==> src/rtl/gate_bist_pkg.sv <==
// Shared types and constants for the gate_bist self-test engine.
package gate_bist_pkg;

   typedef enum logic [1:0] {
      IDLE  = 2'd0,
      WAIT  = 2'd1,
      CHECK = 2'd2
   } state_t;

   localparam logic [1:0] OP_AND  = 2'd0;
   localparam logic [1:0] OP_OR   = 2'd1;
   localparam logic [1:0] OP_XOR  = 2'd2;
   localparam logic [1:0] OP_NAND = 2'd3;

   localparam int         NUM_VEC  = 4;
   localparam logic [1:0] LAST_VEC = 2'(NUM_VEC - 1);

endpackage

==> src/rtl/gate_bist_ref.sv <==
// Combinational reference for the selected 2-input gate function.
module gate_bist_ref
   import gate_bist_pkg::*;
(
   input  logic [1:0] op,
   input  logic       a,
   input  logic       b,
   output logic       exp_y
);

   // expected gate output for the selected function
   always_comb begin
      exp_y = 1'b0;
      case (op)
         OP_AND:  exp_y = a & b;
         OP_OR:   exp_y = a | b;
         OP_XOR:  exp_y = a ^ b;
         OP_NAND: exp_y = ~(a & b);
         default: exp_y = 1'b0;
      endcase
   end

endmodule

==> src/rtl/gate_bist.sv <==
// Self-test engine driving all four vectors onto an external 2-input gate.
// Optional first-failure capture is built when GATE_BIST_CAPTURE_EN is defined.
module gate_bist
   import gate_bist_pkg::*;
#(
   parameter int SETTLE = 4,
   parameter int OP     = 0
)(
   input  logic       clk,
   input  logic       rst,
   input  logic       start,
   output logic       pat_a,
   output logic       pat_b,
   input  logic       dut_y,
   output logic       busy,
   output logic       done,
   output logic       pass,
   output logic [2:0] err_cnt,
   output logic [1:0] fail_vec,
   output logic       fail_valid
);

   localparam logic [3:0] SETTLE_LAST_C = 4'(SETTLE - 1);
   localparam logic [1:0] OP_C          = 2'(OP);

   state_t     state_r, state_s;
   logic [1:0] vec_r, vec_s;
   logic [3:0] cnt_r, cnt_s;
   logic [2:0] err_r, err_s;
   logic       busy_r, busy_s;
   logic       done_r, done_s;
   logic       pass_r, pass_s;
   logic       pat_a_r, pat_b_r;
   logic       pat_a_s, pat_b_s;
   logic       exp_y_s;
   logic       mism_s;

   gate_bist_ref u_ref (
      .op    (OP_C),
      .a     (vec_r[1]),
      .b     (vec_r[0]),
      .exp_y (exp_y_s)
   );

   assign mism_s = (dut_y != exp_y_s);

   // next-state, counter and status logic
   always_comb begin
      state_s = state_r;
      vec_s   = vec_r;
      cnt_s   = cnt_r;
      err_s   = err_r;
      busy_s  = busy_r;
      done_s  = done_r;
      pass_s  = pass_r;
      case (state_r)
         IDLE: begin
            if (start) begin
               vec_s   = 2'b00;
               cnt_s   = 4'd0;
               err_s   = 3'd0;
               done_s  = 1'b0;
               pass_s  = 1'b0;
               busy_s  = 1'b1;
               state_s = WAIT;
            end else begin
               state_s = IDLE;
            end
         end
         WAIT: begin
            if (cnt_r == SETTLE_LAST_C) begin
               state_s = CHECK;
            end else begin
               cnt_s = cnt_r + 4'd1;
            end
         end
         CHECK: begin
            err_s = err_r + {2'b00, mism_s};
            if (vec_r == LAST_VEC) begin
               state_s = IDLE;
               busy_s  = 1'b0;
               done_s  = 1'b1;
               pass_s  = (err_s == 3'd0);
            end else begin
               vec_s   = vec_r + 2'd1;
               cnt_s   = 4'd0;
               state_s = WAIT;
            end
         end
         default: begin
            state_s = IDLE;
            busy_s  = 1'b0;
         end
      endcase
      pat_a_s = (state_s != IDLE) & vec_s[1];
      pat_b_s = (state_s != IDLE) & vec_s[0];
   end

   // state and status registers
   always_ff @(posedge clk) begin
      if (rst) begin
         state_r <= IDLE;
         vec_r   <= 2'b00;
         cnt_r   <= 4'd0;
         err_r   <= 3'd0;
         busy_r  <= 1'b0;
         done_r  <= 1'b0;
         pass_r  <= 1'b0;
         pat_a_r <= 1'b0;
         pat_b_r <= 1'b0;
      end else begin
         state_r <= state_s;
         vec_r   <= vec_s;
         cnt_r   <= cnt_s;
         err_r   <= err_s;
         busy_r  <= busy_s;
         done_r  <= done_s;
         pass_r  <= pass_s;
         pat_a_r <= pat_a_s;
         pat_b_r <= pat_b_s;
      end
   end

   assign pat_a   = pat_a_r;
   assign pat_b   = pat_b_r;
   assign busy    = busy_r;
   assign done    = done_r;
   assign pass    = pass_r;
   assign err_cnt = err_r;

`ifdef GATE_BIST_CAPTURE_EN
   logic [1:0] fail_vec_r;
   logic       fail_valid_r;
   logic       start_acc_s;

   assign start_acc_s = (state_r == IDLE) & start;

   // first-mismatch capture; later mismatches leave it untouched
   always_ff @(posedge clk) begin
      if (rst) begin
         fail_vec_r   <= 2'b00;
         fail_valid_r <= 1'b0;
      end else if (start_acc_s) begin
         fail_vec_r   <= 2'b00;
         fail_valid_r <= 1'b0;
      end else if ((state_r == CHECK) && mism_s && !fail_valid_r) begin
         fail_vec_r   <= vec_r;
         fail_valid_r <= 1'b1;
      end else begin
         fail_vec_r   <= fail_vec_r;
         fail_valid_r <= fail_valid_r;
      end
   end

   assign fail_vec   = fail_vec_r;
   assign fail_valid = fail_valid_r;
`else
   assign fail_vec   = 2'b00;
   assign fail_valid = 1'b0;
`endif

endmodule

==> config.mk <==
export PLATFORM = sky130hd
export DESIGN_NAME = gate_bist
export DESIGN_NICKNAME = d
export VERILOG_FILES = /design/src/rtl/gate_bist_pkg.sv /design/src/rtl/gate_bist_ref.sv /design/src/rtl/gate_bist.sv
export SDC_FILE = /design/constraint.sdc
export NUM_CORES = 1
export LEC_CHECK = 0
export CAP_MARGIN = 10
export CORE_MARGIN = 1
export CORE_UTILIZATION = 39
export DETAILED_ROUTE_END_ITERATION = 8
export DONT_BUFFER_PORTS = 1
export PLACE_DENSITY = 0.55
export SYNTH_ARGS = -nofsm -noshare
export SYNTH_HDL_FRONTEND = slang
export SYNTH_SLANG_ARGS = --single-unit
==> constraint.sdc <==
create_clock -name clk -period 2.06 [get_ports clk]
set_clock_uncertainty 0.1 [all_clocks]
set_input_delay 0.206 -clock clk [delete_from_list [all_inputs] [get_ports clk]]
set_output_delay 0.206 -clock clk [all_outputs]
set_load 0.01 [all_outputs]
==> flow_metrics.tcl <==
set metrics [dict create \
    ys_ff_latch 16 \
    crit_required_ns 2.12 \
    syn_area_per_cell_sq_um 8.60 \
    whs_ns 0.0993 \
    timing.fmax_ghz 0.544 \
    antenna_found_initial 0 \
    grt.total_usage_pct 15.2 \
    overflow 0 \
    met1_length_microns 698 \
    htreeDepth 1 \
    grt_pass1_wl_microns 2280 \
    numCtsBuffers 3 \
    fin_crit_sh_pct 89.2 \
    post_cts_resized 0 \
    synth.largest_area_cell "dfxtp_1" \
    wl_microns 1420 \
    coreArea_sq_mm 0.00178 \
    start_util_pct 42.9 \
    ys_seq_area_share_pct 41.8 \
    clk_path_buf_depth 2 \
    area_growth_pct 6.05 \
    clock-sinks 16 \
    yosysTopAreaCellShare_pct 41.8 \
    layout-drive-gt1-share_pct 8.89 \
    wl_met3_microns 60 \
    ys_warn_count 0 \
    status "completed" \
    post-route-drc-count 0 \
    grt_setup_unrepaired "false" \
    initialDrtViolationCount 18 \
    hold_violations 0 \
    clk_pin_slew_ns 0.10 \
    syn_area_sq_um 766 \
    synth-compound-area-share_pct 21.4 \
    post_cts_buffers 0 \
    rows 15 \
    fin_util_pct 45.5 \
    route.top_layer_used "met4" \
    first_pass_iters 4 \
    nets 98 \
    via_count 603 \
    fin_crit_ns 1.84 \
    place.gp.congestion 0.748 \
    endpoint_kind "flop" \
    ys.flop_type "dfxtp_1" \
    hpwl_microns 1020 \
    totalPowerFinal_uw 565 \
    critical_path.slowest_cell "dfxtp_1" \
    synth_most_common_cell "dfxtp_1" \
    ctsHoldBuffers 1 \
    arrival_ns 1.90 \
    cp_common_cell "ha_1" \
    synth_edf_count 0 \
    crit_type "flop to flop" \
    synth_top_family_by_area "simple AND/OR/NAND/NOR gates" \
    grt_max_degree 15 \
    clock_latency_ns 0.28 \
    slew_viol_final 0 \
    n_antenna_cell 0 \
    synth_xor_area_share_pct 2.29 \
    async_flop_share_pct 0 \
    synth_cell_types 31 \
    max-vdd-ir-drop_uv 332 \
    wl_per_cell_microns 12.3 \
    min_path_type "input port to flop" \
    portBuffers 0 \
    synthTopCellsByArea "dfxtp_1, a21oi_1, ha_1" \
    yosys.area_share.simple_pct 22.1 \
    grt_pass1_vias 486 \
    startpoint_type "flop" \
    die_height_microns 46.3 \
    drtAntennaViolNets 0 \
    synthCells 89 \
    crit_chain "nand2_1, xnor2_1, ha_1, ha_1, mux2_2, a22oi_1, nor2_1" \
    synth_commonest_cells "dfxtp_1, a21oi_1, nor2_1" \
    cts_tree "yes" \
    root_buffer "clkbuf_4" \
    finalSetupTns_ns 0 \
    io_pins 15 \
    die-width_microns 46.3 \
    yosys-mux-area-fraction_pct 1.47 \
    crit_fanout 6 \
    via_per_inst 5.24 \
    dieArea_sq_mm 0.00214 \
    slowest_delay_ns 0.41 \
    setup_viol 0 \
    wl_met2_microns 645 \
    synth_fa_ha_area_share_pct 4.90 \
    p_leak_nw 0.310 \
    power_density_mw_per_mm2 696 \
    maxCapViolations 0 \
]
==> cell families after synthesis <==
| kind of cell | count (synthesis) |
|---|---|
| xor gates and xnor gates | 2 |
| buffers and inverters | 7 |
| adders and majority gates | 3 |
| AOI/OAI and AO/OA | 27 |
| DFF | 16 |
| muxes | 1 |
| and+or+nand+nor | 32 |
| other | 1 |
==> metal layers <==
metal	vias up	GRT usage (%)
li1	310	-
met1	278	22.0
met2	13	20.6
met3	2	5.10
met4	0	5.29
met5	-	0
==> where the power goes <==
part / total [mW] / leakage, nW / switching, mW / internal [mW]
Sequential: 0.322 / 0.130 / 0.00742 / 0.314
Clock: 0.207 / 0.0210 / 0.0999 / 0.107
Combinational: 0.0357 / 0.160 / 0.0223 / 0.0134
Total: 0.565 / 0.310 / 0.130 / 0.435
==> area by class of cell <==
| class | count | area, sq um |
|---|---|---|
| fillers | 181 | 971 |
| multi-input cells | 68 | 410 |
| flip-flops and latches | 16 | 320 |
| clock buffers | 4 | 36.3 |
| well taps | 25 | 31.3 |
| repair buffers | 1 | 10.0 |
| inverters | 1 | 3.75 |
==> placed cells by master, fill, tap and decap left out, types with 2 or more instances in the layout <==
cell type	Yosys	layout
nor2_1	10	10
dfxtp_1	16	16
nand3_1	2	2
a21oi_1	10	10
and2_1	4	4
clkbuf_4	0	3
nor3_1	2	2
a22oi_1	3	3
o21ai_0	7	7
conb_1	1	3
ha_1	3	3
nand2b_1	4	4
nand2_1	5	5
==> final timing paths <==
check	depth (start not counted)	startpoint	to	slack (ns)
setup / recovery	7	vec_r[0]$_SDFF_PP0_	err_cnt[2]$_SDFFE_PP0P_	0.22
hold / removal	3	start	done$_SDFFE_PP0P_	0.1
setup reg to reg	7	vec_r[0]$_SDFF_PP0_	err_cnt[2]$_SDFFE_PP0P_	0.22
hold reg to reg	2	cnt_r[1]$_SDFFE_PP0P_	cnt_r[1]$_SDFFE_PP0P_	0.40
==> through the flow <==
step | setup slack, ns | cells | area [sq um]
6_report | 0.223 | 115 | 812
5_1_grt | 0.114 | 115 | 812
4_1_cts | 0.229 | 115 | 812
3_5_place_dp | 0.269 | 110 | 766
3_3_place_gp | 0.341 | 110 | 766
2_1_floorplan | 0.400 | 91 | 773
==> critical path, delay by kind of cell, from the launching register on <==
kind	cells	cell delay, ns
compound gates	1	0.14
xor+xnor	1	0.16
fa+ha+maj	2	0.36
flops	1	0.41
mux	1	0.35
simple gates	2	0.20
==> flip-flops by register name, indices dropped and copies added, names as in the netlist <==
| name | cells |
|---|---|
| state_r | 2 |
| vec_r | 2 |
| done | 1 |
| pat_b | 1 |
| err_cnt | 3 |
| pass | 1 |
| busy | 1 |
| pat_a | 1 |
| cnt_r | 4 |
No activity file was read; power rests on OpenSTA's default activity.
